===== config.mk =====
export PLATFORM = sky130hd
export DESIGN_NAME = change_dispenser_flat
export DESIGN_NICKNAME = d
export VERILOG_FILES = /design/src/rtl/change_dispenser_if.sv /design/src/rtl/change_dispenser.sv /design/src/flat_wrapper.sv
export SDC_FILE = /design/constraint.sdc
export NUM_CORES = 1
export LEC_CHECK = 0
export ABC_AREA = 1
export CORE_UTILIZATION = 35
export DETAILED_ROUTE_END_ITERATION = 6
export GPL_ROUTABILITY_DRIVEN = 0
export PLACE_DENSITY_LB_ADDON = 0.15
export RECOVER_POWER = 50
export SYNTH_ARGS = -nofsm -noshare
export SYNTH_HDL_FRONTEND = slang
export SYNTH_SLANG_ARGS = --single-unit

===== constraint.sdc =====
create_clock -name clk -period 1.75 [get_ports clk]
set_input_delay 0.35 -clock clk [delete_from_list [all_inputs] [get_ports clk]]
set_output_delay 0.35 -clock clk [all_outputs]
set_load 0.01 [all_outputs]

===== src/rtl/change_dispenser_if.sv =====
// Handshake and status bundle between the vending FSM (master) and the
// change dispenser (slave).
interface change_dispenser_if;
  logic       start;
  logic [7:0] amount;
  logic       refill;
  logic [7:0] refill_ten;
  logic [7:0] refill_five;
  logic       eject_10;
  logic       eject_5;
  logic       busy;
  logic       done;
  logic       short;
  logic [7:0] residual;
  logic [7:0] ten_count;
  logic [7:0] five_count;

  modport master (
    output start, amount, refill, refill_ten, refill_five,
    input  eject_10, eject_5, busy, done, short, residual, ten_count, five_count
  );

  modport slave (
    input  start, amount, refill, refill_ten, refill_five,
    output eject_10, eject_5, busy, done, short, residual, ten_count, five_count
  );
endinterface


===== src/rtl/change_dispenser.sv =====
// Greedy coin payout (10 first, then 5) with spaced eject pulses, tube
// inventory tracking and reporting of any unpaid residual.
module change_dispenser #(
  parameter int unsigned GAP       = 4,
  parameter logic [7:0]  INIT_TEN  = 8'd20,
  parameter logic [7:0]  INIT_FIVE = 8'd20
) (
  input  logic               clk,
  input  logic               reset,
  change_dispenser_if.slave  bus
);

  localparam int unsigned   CW       = (GAP > 1) ? $clog2(GAP) : 1;
  localparam logic [CW-1:0] GAP_LOAD = CW'(GAP - 1);

  typedef enum logic [1:0] {S_IDLE, S_SELECT, S_GAP} state_e;

  state_e        state_q;
  logic [7:0]    remaining_q;
  logic [7:0]    ten_q;
  logic [7:0]    five_q;
  logic [7:0]    residual_q;
  logic [CW-1:0] gap_q;
  logic          eject_10_q;
  logic          eject_5_q;
  logic          busy_q;
  logic          done_q;
  logic          short_q;
  logic [7:0]    ten_refill_d;
  logic [7:0]    five_refill_d;

  function automatic logic [7:0] sat_add8(input logic [7:0] a, input logic [7:0] b);
    logic [8:0] s;
    s = {1'b0, a} + {1'b0, b};
    return s[8] ? 8'hFF : s[7:0];
  endfunction

  always_comb begin
    ten_refill_d  = sat_add8(ten_q, bus.refill_ten);
    five_refill_d = sat_add8(five_q, bus.refill_five);
  end

  always_ff @(posedge clk) begin
    if (reset) begin
      state_q     <= S_IDLE;
      remaining_q <= 8'd0;
      ten_q       <= INIT_TEN;
      five_q      <= INIT_FIVE;
      residual_q  <= 8'd0;
      gap_q       <= '0;
      eject_10_q  <= 1'b0;
      eject_5_q   <= 1'b0;
      busy_q      <= 1'b0;
      done_q      <= 1'b0;
      short_q     <= 1'b0;
    end else begin
      eject_10_q <= 1'b0;
      eject_5_q  <= 1'b0;
      done_q     <= 1'b0;
      case (state_q)
        S_IDLE: begin
          // Refill lands in the same edge as start, so SELECT sees the new counts.
          if (bus.refill) begin
            ten_q  <= ten_refill_d;
            five_q <= five_refill_d;
          end
          if (bus.start) begin
            remaining_q <= bus.amount;
            busy_q      <= 1'b1;
            short_q     <= 1'b0;
            residual_q  <= 8'd0;
            state_q     <= S_SELECT;
          end
        end
        S_SELECT: begin
          if (remaining_q >= 8'd10 && ten_q != 8'd0) begin
            eject_10_q  <= 1'b1;
            ten_q       <= ten_q - 8'd1;
            remaining_q <= remaining_q - 8'd10;
            gap_q       <= GAP_LOAD;
            state_q     <= S_GAP;
          end else if (remaining_q >= 8'd5 && five_q != 8'd0) begin
            eject_5_q   <= 1'b1;
            five_q      <= five_q - 8'd1;
            remaining_q <= remaining_q - 8'd5;
            gap_q       <= GAP_LOAD;
            state_q     <= S_GAP;
          end else begin
            done_q     <= 1'b1;
            busy_q     <= 1'b0;
            residual_q <= remaining_q;
            short_q    <= (remaining_q != 8'd0);
            state_q    <= S_IDLE;
          end
        end
        S_GAP: begin
          // GAP cycles spent here, so consecutive pulses are GAP+1 apart.
          if (gap_q == '0) begin
            state_q <= S_SELECT;
          end else begin
            gap_q <= gap_q - 1'b1;
          end
        end
        default: state_q <= S_IDLE;
      endcase
    end
  end

  assign bus.eject_10   = eject_10_q;
  assign bus.eject_5    = eject_5_q;
  assign bus.busy       = busy_q;
  assign bus.done       = done_q;
  assign bus.short      = short_q;
  assign bus.residual   = residual_q;
  assign bus.ten_count  = ten_q;
  assign bus.five_count = five_q;

endmodule


===== src/flat_wrapper.sv =====
// flat-port wrapper written by rule: the top's interface ports become plain ports
module change_dispenser_flat 
#(
  parameter int unsigned GAP       = 4,
  parameter logic [7:0]  INIT_TEN  = 8'd20,
  parameter logic [7:0]  INIT_FIVE = 8'd20
)
  (clk, reset, bus_start, bus_amount, bus_refill, bus_refill_ten, bus_refill_five, bus_eject_10, bus_eject_5, bus_busy, bus_done, bus_short, bus_residual, bus_ten_count, bus_five_count);
  change_dispenser_if bus_i ();
  input  logic clk;
  input  logic reset;
  input wire logic [$bits(bus_i.start)-1:0] bus_start;
  input wire logic [$bits(bus_i.amount)-1:0] bus_amount;
  input wire logic [$bits(bus_i.refill)-1:0] bus_refill;
  input wire logic [$bits(bus_i.refill_ten)-1:0] bus_refill_ten;
  input wire logic [$bits(bus_i.refill_five)-1:0] bus_refill_five;
  output wire logic [$bits(bus_i.eject_10)-1:0] bus_eject_10;
  output wire logic [$bits(bus_i.eject_5)-1:0] bus_eject_5;
  output wire logic [$bits(bus_i.busy)-1:0] bus_busy;
  output wire logic [$bits(bus_i.done)-1:0] bus_done;
  output wire logic [$bits(bus_i.short)-1:0] bus_short;
  output wire logic [$bits(bus_i.residual)-1:0] bus_residual;
  output wire logic [$bits(bus_i.ten_count)-1:0] bus_ten_count;
  output wire logic [$bits(bus_i.five_count)-1:0] bus_five_count;
  assign bus_i.start = bus_start;
  assign bus_i.amount = bus_amount;
  assign bus_i.refill = bus_refill;
  assign bus_i.refill_ten = bus_refill_ten;
  assign bus_i.refill_five = bus_refill_five;
  assign bus_eject_10 = bus_i.eject_10;
  assign bus_eject_5 = bus_i.eject_5;
  assign bus_busy = bus_i.busy;
  assign bus_done = bus_i.done;
  assign bus_short = bus_i.short;
  assign bus_residual = bus_i.residual;
  assign bus_ten_count = bus_i.ten_count;
  assign bus_five_count = bus_i.five_count;
  change_dispenser #(.GAP(GAP), .INIT_TEN(INIT_TEN), .INIT_FIVE(INIT_FIVE)) u_core (.clk(clk), .reset(reset), .bus(bus_i));
endmodule

==> out/results.tsv, run 1 <==
metric	value	unit
outcome	finished clean	
Die H	102	um
vias in the first global route	3639	
dpl hpwl	7580	um
pre-CTS setup slack	-0.498	ns
Post-Syn Nets	605	
1st-pass router iterations	4	
Max FO, Critical Path	8	
Crit Path Category	register to register	
Final min period	1.72	ns
power per standard cell area	1040	nW/um2
vias per cell	4.78	
combinational share of power	61.3	%
Critical Path Start Type	register	
antenna diode count	0	
Synth Area in Simple Gates	42.1	%
internal power	3.07	mW
Clk pwr share	14.9	%
post-synth top area share	23.5	%
library cells used by synthesis	33	
CTS tree	built	
Placed Cells	795	
TritonCTS Sinks	41	
via count	3882	
Mapped Cells	549	
total power	5.41	mW
num rows	36	
#FFs+latches synth	41	
hold_ws	0.469	ns
Total GRT Usage	19.5	%
R2R Path End	u_core.bus.ten_count[7]	
switching power of the nets	2.34	mW
largest family of logic cells by synthesized area	simple AND/OR/NAND/NOR gates	
setup violators final	0	
IO Count	57	
sequential fraction of design power	23.7	%
Final Cycle Share	98.5	%
CTS max path bufs	2	
area leader, netlist	dfxtp_1	
clk_lat worst skew	0.30	ns
fmax	580	MHz
final WL	10100	um
yosys synthesis warning count	0	
syn_area_per_cell	6.37	um2
area grow syn2layout	49.1	%
Worst Hold Class	register to register	
final std cells w/o fill	812	
cts bufs inserted	5	
actual slew at the worst max-slew pin	0.382	ns
largest net degree at the start of global routing	24	
commonest non-fill, non-tap cell in the layout	nand2_1	
Core Area	9730	um2
compound-cell area share of the yosys netlist	11.0	%
RSZ-0062 raised after global routing	true	
Post-layout nets	734	
total gr overflow	0	
# H-tree levels	2	
layout cell share with drive strength beyond 1	27.7	%
reg2reg start	u_core.bus.ten_count[0]	
Switching Share	43.3	%
Worst slew margin	74.5	%
Synth Area in Adders	10.5	%
root buffer cell	clkbuf_8	
critical path arrival	1.91	ns
Worst VDD drop	0.000455	V
Synth area leaders	dfxtp_1 23%, nand2_1 16%, ha_1 9.3%	
Setup WS post-layout	0.0256	ns
Routed WL per cell	12.5	um
register area share after synthesis	23.5	%
critical hold path startpoint	u_core.bus.residual[5]	
post-synthesis xor/xnor area fraction	3.01	%
clk_skew	0.0165	ns
CP Data Required Time	1.93	ns
Clock Pin Slew Worst Setup and Hold Paths	0.09	ns
DRC	0	
Final Hold Viols	0	
worst r2r path cells	8	
Cell Area, Synth	3500	um2
first-pass GRT wire length	16400	um
mux cell area share after synthesis	0	%
crit path launch	u_core.bus.ten_count[0]	
initial drt markers	141	
die area	10400	um2
Port Buf Inserts	56	
Slew Limit Fails	0	
Starting Density	35.9	%
FF-to-FF setup slack	0.03	ns
Worst setup EP type	register	
Final Core Density	53.6	%
initial antenna violation count	0	
LEAKAGE	2.50	nW
Detail Route Antenna Nets	0	
max_cap viols	0	
CP endpoint	u_core.bus.ten_count[7]	
most frequent cells in the layout	144 x nand2_1, 73 x buf_4, 61 x nor2_1, 58 x inv_1, 49 x clkdlybuf4s50_1	
Die X	102	um
-- cell usage after synthesis (all sizes together) --
cell type    n
nand2      166
o211ai       2
nand3       58
clkbuf       7
ha          26
o21a         1
nor3         1
a21o         1
inv         71
nand4       15
xor2         4
nor2        74
o21ai       30
fa           2
a21oi       34
xnor2        8
dfxtp       41
or2          1
buf          6
nor4         1
-- routing by layer --
layer	global-route usage, %	share of wire, %	vias up
met5	0	0	-
met2	34.9	49	62
met4	4.51	0.69	0
li1	-	-	2026
met1	25.2	48	1789
met3	2.12	2.5	5
-- cell type report --
class,instances,area [um2]
clock buffers,5,68.8
clock inverters,3,46.3
fillers,999,4520
inverters,71,269
multi-input cells,426,2640
flip-flops and latches,41,843
well taps,133,166
repair buffers,133,1180
-- cell families (layout without fill, tap and decap cells) --
group | count (synthesis) | after routing
AO/OA/AOI/OAI | 68 | 68
XOR/XNOR | 12 | 12
adder cells (fa/ha/maj) | 28 | 28
buffers and inverters | 84 | 212
flip-flops | 41 | 41
AND/OR/NAND/NOR | 316 | 318
-- state kept, by name, indices dropped and copies added (netlist names) --
| name | cells |
|---|---|
| u_core.bus.five_count | 8 |
| u_core.bus.residual | 8 |
| u_core.bus.ten_count | 8 |
| u_core.remaining_q | 8 |
| u_core.gap_q | 2 |
| u_core.state_q | 2 |
| u_core.bus.busy | 1 |
| u_core.bus.done | 1 |
| u_core.bus.eject_10 | 1 |
| u_core.bus.eject_5 | 1 |
| u_core.bus.short | 1 |
-- worst min path at each step --
stage | slack [ns] | depth (start not counted) | endpoint
after floorplan | 0.46 | 2 | u_core.gap_q[1]
after global placement | 0.46 | 2 | u_core.bus.busy
after detailed placement | 0.46 | 2 | u_core.bus.residual[5]
after CTS | 0.47 | 2 | u_core.bus.residual[5]
after global routing | 0.49 | 2 | u_core.bus.residual[2]
final | 0.47 | 2 | u_core.bus.residual[5]
-- per-stage QoR --
stage	TNS, ns	cell area, um2
floorplan	0	3510
global placement	-6.15	4700
detailed placement	-6.76	4700
CTS	-0.0109	4870
global route	-0.451	5210
finish	0	5210
-- timing repair --
item / in CTS / in global routing
gates cloned: 0 / 2
hold buffers: 0 / 0
setup buffers: 2 / 5
gates resized for setup: 16 / 65
setup endpoints to repair: 23 / 42
pin swaps: 5 / 30
-- power by group through the flow --
stage | combinational [mW] | sequential, mW | clock, mW
CTS | 3.05 | 1.25 | 0.828
finish | 3.32 | 1.28 | 0.809
global route | 3.71 | 1.31 | 0.866
global placement | 2.93 | 1.26 | 0
detailed placement | 2.98 | 1.27 | 0
floorplan | 1.79 | 1.31 | 0
-- critical path, cell delays in order (launching register included) --
cell,delay (ns)
dfxtp_4,0.37
ha_4,0.16
fa_2,0.35
nand3_2,0.10
nand2_4,0.06
a21oi_4,0.27
nand4_1,0.13
nand2_1,0.09
a21oi_1,0.06
Note: power is estimated with default switching activity, not from simulation.
==> inputs of run 2 (changes only) <==
==> constraint.sdc (replaced) <==
create_clock -name clk -period 1.71 [get_ports clk]
set_input_delay 0.342 -clock clk [delete_from_list [all_inputs] [get_ports clk]]
set_output_delay 0.342 -clock clk [all_outputs]
set_load 0.01 [all_outputs]
==> run 2 against run 1 <==
Power down 0.48%; clock skew down 0.0098 ns; sequential share of layout area increased by 0.26 points; critical path depth did not move; wire length down 2.3%; count of clock-buffer cells in the layout is the same; highest routed layer unchanged.
==> out/results.tsv, run 2 (synthesis gave the netlist of run 1 again) <==
metric	value	unit	change
antenna diode count	0		unchanged
RSZ-0062 raised after global routing	true		
die area	10400	um2	unchanged
Max FO, Critical Path	8		unchanged
met2 Use GR	36.1	%	+1.1 points
cts bufs inserted	5		unchanged
clk_lat worst skew	0.29	ns	about the same
# H-tree levels	2		unchanged
vias in the first global route	3552		-2.4%
max_cap viols	0		unchanged
Placed Cells	798		+0.38%
Die X	102	um	unchanged
initial antenna violation count	0		unchanged
TritonCTS Sinks	41		unchanged
outcome	finished clean		
num rows	36		unchanged
Post-layout nets	733		-0.14%
Starting Density	35.9	%	unchanged
dpl hpwl	7460	um	-1.6%
largest net degree at the start of global routing	17		-29%
commonest non-fill, non-tap cell in the layout	nand2_1		
Port Buf Inserts	56		unchanged
GR Layer Usage met1	23.4	%	-1.8 points
fmax	587	MHz	+1.2%
setup violators final	0		unchanged
CTS Hold Bufs	0		unchanged
Detail Route Antenna Nets	0		unchanged
clk_skew	0.00670	ns	-0.00975 ns
Final Hold Viols	0		unchanged
final std cells w/o fill	811		-0.12%
Core Area	9730	um2	unchanged
Clock Pin Slew Worst Setup and Hold Paths	0.09	ns	about the same
CP Data Required Time	1.88	ns	-0.05 ns
layout cell share with drive strength beyond 1	28.9	%	+1.2 points
initial drt markers	103		-27%
most frequent cells in the layout	143 x nand2_1, 75 x buf_4, 62 x nor2_1, 56 x inv_1, 39 x nand3_1		
Critical Path Start Type	register		
first-pass GRT wire length	15800	um	-3.6%
via count	3823		-1.5%
Final min period	1.70	ns	-0.0198 ns
Routed WL per cell	12.2	um	-2.2%
IO Count	57		unchanged
1st-pass router iterations	4		unchanged
Worst setup EP type	register		
total gr overflow	0		unchanged
grt peak-use layer	met2		
area grow syn2layout	48.7	%	
power per standard cell area	1040	nW/um2	-0.22%
Final Cycle Share	99.7	%	+1.1 points
LEAKAGE	2.53	nW	+1.1%
Slew Limit Fails	0		unchanged
root buffer cell	clkbuf_8		
GR Util met3	2.19	%	+0.068 points
Crit Path Category	register to register		
DRC	0		unchanged
final WL	9890	um	-2.3%
Die H	102	um	unchanged
Worst Hold Class	register to register		
Worst VDD drop	0.000399	V	-12%
critical path arrival	1.88	ns	-0.03 ns
CTS tree	built		
vias per cell	4.71		-1.4%
Worst slew margin	76.8	%	+2.3 points
total power	5.39	mW	-0.48%
CTS max path bufs	2		unchanged
Total GRT Usage	19.2	%	-0.37 points
actual slew at the worst max-slew pin	0.348	ns	-0.0342 ns
## run 2: final cells by class
cell class / count / area (um2)
sequential: 41 / 855
fill: 986 / 4530
multi-input combinational: 426 / 2680
inverter: 71 / 269
clock inverter: 3 / 17.5
timing repair buffer: 132 / 1140
clock buffer: 5 / 68.8
tap: 133 / 166
## run 2: routing by layer
| layer | vias up | share of wire (%) |
|---|---|---|
| met5 | - | 0 |
| met2 | 65 | 51 |
| li1 | 2024 | - |
| met1 | 1726 | 45 |
| met3 | 8 | 3.0 |
| met4 | 0 | 0.80 |
## run 2: what timing repair did
item                                    CTS  global route
gates cloned                              2             0
pin swaps                                14            20
endpoints found under the setup margin   42            42
buffers inserted                          1             2
gates resized for setup                  34            58
hold endpoints to repair                  0             0
## run 2: worst paths after layout
path | start | end | slack (ns) | depth (start not counted)
max | u_core.bus.ten_count[0] | u_core.bus.ten_count[2] | 0.005 | 8
min | u_core.bus.busy | u_core.bus.busy | 0.46 | 2
max reg2reg | u_core.bus.ten_count[0] | u_core.bus.ten_count[2] | 0.005 | 8
min reg2reg | u_core.bus.busy | u_core.bus.busy | 0.46 | 2
## run 2: metrics by stage
stage               hold slack, ns  TNS, ns  cell area [um2]  worst slack [ns]  utilization (%)
finish                       0.460        0             5200           0.00541             53.4
global route                 0.482   -0.781             5200           -0.0783             53.4
CTS                          0.472  -0.0423             4950           -0.0224             50.9
detailed placement           0.461    -6.99             4710            -0.433             48.4
global placement             0.453    -6.10             4710            -0.403             48.4
floorplan                    0.462        0             3520           0.00576                -
## run 2: power breakdown
group	internal, mW	switching [mW]
Clock	0.282	0.354
Combinational	1.59	1.84
Sequential	1.13	0.189
## run 2: critical path, stage by stage (launching register included)
cell and delay [ns]:
dfxtp_4 0.37, ha_4 0.16, fa_2 0.35, nand3_2 0.10
nand2_4 0.07, a21oi_4 0.26, nand3_1 0.11, nand3_1 0.07
o211ai_1 0.08
==> inputs of run 3 (changes only) <==
--- a/config.mk
+++ b/config.mk
@@ -8,9 +8,10 @@
 export ABC_AREA = 1
 export CORE_UTILIZATION = 35
 export DETAILED_ROUTE_END_ITERATION = 6
+export DONT_BUFFER_PORTS = 1
 export GPL_ROUTABILITY_DRIVEN = 0
 export PLACE_DENSITY_LB_ADDON = 0.15
-export RECOVER_POWER = 50
+export RECOVER_POWER = 100
 export SYNTH_ARGS = -nofsm -noshare
 export SYNTH_HDL_FRONTEND = slang
 export SYNTH_SLANG_ARGS = --single-unit
==> run 3 against run 2 <==
Combinational power fell by 12%; setup slack got worse by 0.019 ns; the flow now finishes with violations (negative setup slack); wire length fell by 2.6%; via count fell by 7.0%; clock power rose by 28%; register-to-register slack got worse by 0.02 ns; power fell by 4.6%; cell count fell by 9.4%; worst hold slack got worse by 0.37 ns; core utilization fell by 7.6 points; non-clock buffer count fell by 76; critical endpoint is now u_core.bus.ten_count[4].
==> out/results.tsv, run 3 (synthesis gave the netlist of run 1 again) <==
metric	value	unit	change
outcome	complete, but fails checks		
failing checks	negative setup slack		
cts bufs inserted	5		unchanged
setup violators final	1		+1
Max FO, Critical Path	8		unchanged
RSZ-0062 raised after global routing	true		
CTS tree	built		
Die X	102	um	unchanged
Worst setup EP type	register		
Detail Route Antenna Nets	0		unchanged
CP Data Required Time	1.88	ns	about the same
antenna diode count	0		unchanged
Buffers & Inverters on Critical Path	0		unchanged
Critical Path Start Type	register		
total power	5.14	mW	-4.6%
Clk pwr share	15.9	%	+4.1 points
DR WL met2	4690	um	-7.4%
Routed WL per cell	13.1	um	+7.4%
Final Hold Viols	0		unchanged
internal power	2.80	mW	-6.8%
LEAKAGE	2.14	nW	-15%
# H-tree levels	2		unchanged
1st-pass router iterations	4		unchanged
Slew Limit Fails	0		unchanged
initial drt markers	121		+17%
die area	10400	um2	unchanged
Final Cycle Share	101	%	+1.1 points
critical path arrival	1.89	ns	about the same
most numerous cell on the critical path	nand3_1		
total gr overflow	0		unchanged
clk_lat worst skew	0.30	ns	about the same
max incr delay on CP	0.38	ns	about the same
Total GRT Usage	18.5	%	-0.71 points
Worst VDD drop	0.000398	V	-0.32%
sequential fraction of design power	25.1	%	+0.7 points
commonest non-fill, non-tap cell in the layout	nand2_1		
Setup WS post-layout	-0.0135	ns	-0.0189 ns
layout cell share with drive strength beyond 1	28.1	%	-0.84 points
initial antenna violation count	0		unchanged
max_cap viols	0		unchanged
top sig layer	met4		
DRC	0		unchanged
dpl hpwl	7270	um	-2.5%
hold_ws	0.0887	ns	-0.372 ns
met1 wire length	4410	um	-0.65%
first-pass GRT wire length	15300	um	-3.2%
Clock Pin Slew Worst Setup and Hold Paths	0.09	ns	about the same
Worst slew margin	73.9	%	-2.9 points
area grow syn2layout	27.7	%	
IO Count	57		unchanged
power per standard cell area	1150	nW/um2	+11%
Crit Path Category	register to register		
critical path cell sequence	ha_4 -> fa_2 -> nand3_2 -> nand2_4 -> a21oi_4 -> nand3_1 -> nand3_1 -> o211ai_1		
Placed Cells	721		-9.6%
fmax	580	MHz	-1.1%
Worst Hold Class	input port to register		
Die H	102	um	unchanged
via count	3554		-7.0%
CP delay by family, top	adder cells		
Starting Density	35.9	%	unchanged
most frequent cells in the layout	143 x nand2_1, 61 x nor2_1, 56 x inv_1, 53 x buf_4, 39 x nand3_1		
Final min period	1.72	ns	+0.0189 ns
CTS max path bufs	2		unchanged
slowest cell on the critical path	fa_2		
Port Buf Inserts	0		-100%
actual slew at the worst max-slew pin	0.391	ns	+0.0434 ns
combinational share of power	59.0	%	-4.8 points
root buffer cell	clkbuf_8		
vias in the first global route	3338		-6.0%
final std cells w/o fill	735		-9.4%
largest net degree at the start of global routing	19		+2
TritonCTS Sinks	41		unchanged
clk_skew	0.00809	ns	+0.00139 ns
Post-layout nets	657		-10%
Switching Share	45.5	%	+1.2 points
switching power of the nets	2.34	mW	-2.0%
routed wl met3	388	um	+30%
Core Area	9730	um2	unchanged
vias per cell	4.84		+2.6%
final WL	9630	um	-2.6%
num rows	36		unchanged
## run 3: worst paths after layout
kind	to	cells past startpoint	slack, ns	from
max	u_core.bus.ten_count[4]	8	-0.01	u_core.bus.ten_count[0]
min	u_core.bus.five_count[6]	1	0.09	reset
max reg2reg	u_core.bus.ten_count[4]	8	-0.01	u_core.bus.ten_count[0]
min reg2reg	u_core.gap_q[1]	2	0.49	u_core.gap_q[1]
## run 3: area by class of cell
cell class                      count  area, um2
Clock buffer                        5       68.8
Clock inverter                      3       46.3
Fill cell                        1061       5270
Inverter                           71        272
Multi-Input combinational cell    426       2640
Sequential cell                    41        835
Tap cell                          133        166
Timing Repair Buffer               56        433
## run 3: per-layer routing
metal / GRT usage [%] / vias to the layer above
li1: - / 1869
met5: 0 / -
met1: 23.4 / 1608
met4: 5.49 / 0
met3: 3.08 / 11
met2: 32.1 / 66
## run 3: power by group through the flow
stage	Sequential, mW	Combinational (mW)	Clock (mW)
2_1_floorplan	1.34	1.84	0
3_3_place_gp	1.28	2.66	0
3_5_place_dp	1.28	2.68	0
4_1_cts	1.27	2.75	0.842
5_1_grt	1.31	3.41	0.872
6_report	1.29	3.03	0.818
## run 3: timing repair
action                                  in CTS  in global routing
buffers inserted                             1                  3
cloned                                       0                  2
hold buffers                                 0                  0
pin swaps                                    2                 26
endpoints found under the setup margin      35                 36
hold endpoints to repair                     0                  0
gates resized for setup                     10                 64
## run 3: through the flow
stage / TNS (ns) / cell area (um2) / worst slack, ns / utilization (%)
final: -0.0135 / 4460 / -0.0135 / 45.9
after global routing: -0.999 / 4460 / -0.0947 / 45.9
after CTS: 0 / 4160 / 0.000539 / 42.8
after detailed placement: -1.34 / 4010 / -0.0846 / 41.2
after global placement: -0.436 / 4010 / -0.0495 / 41.2
after floorplan: 0 / 3520 / 0.00576 / -
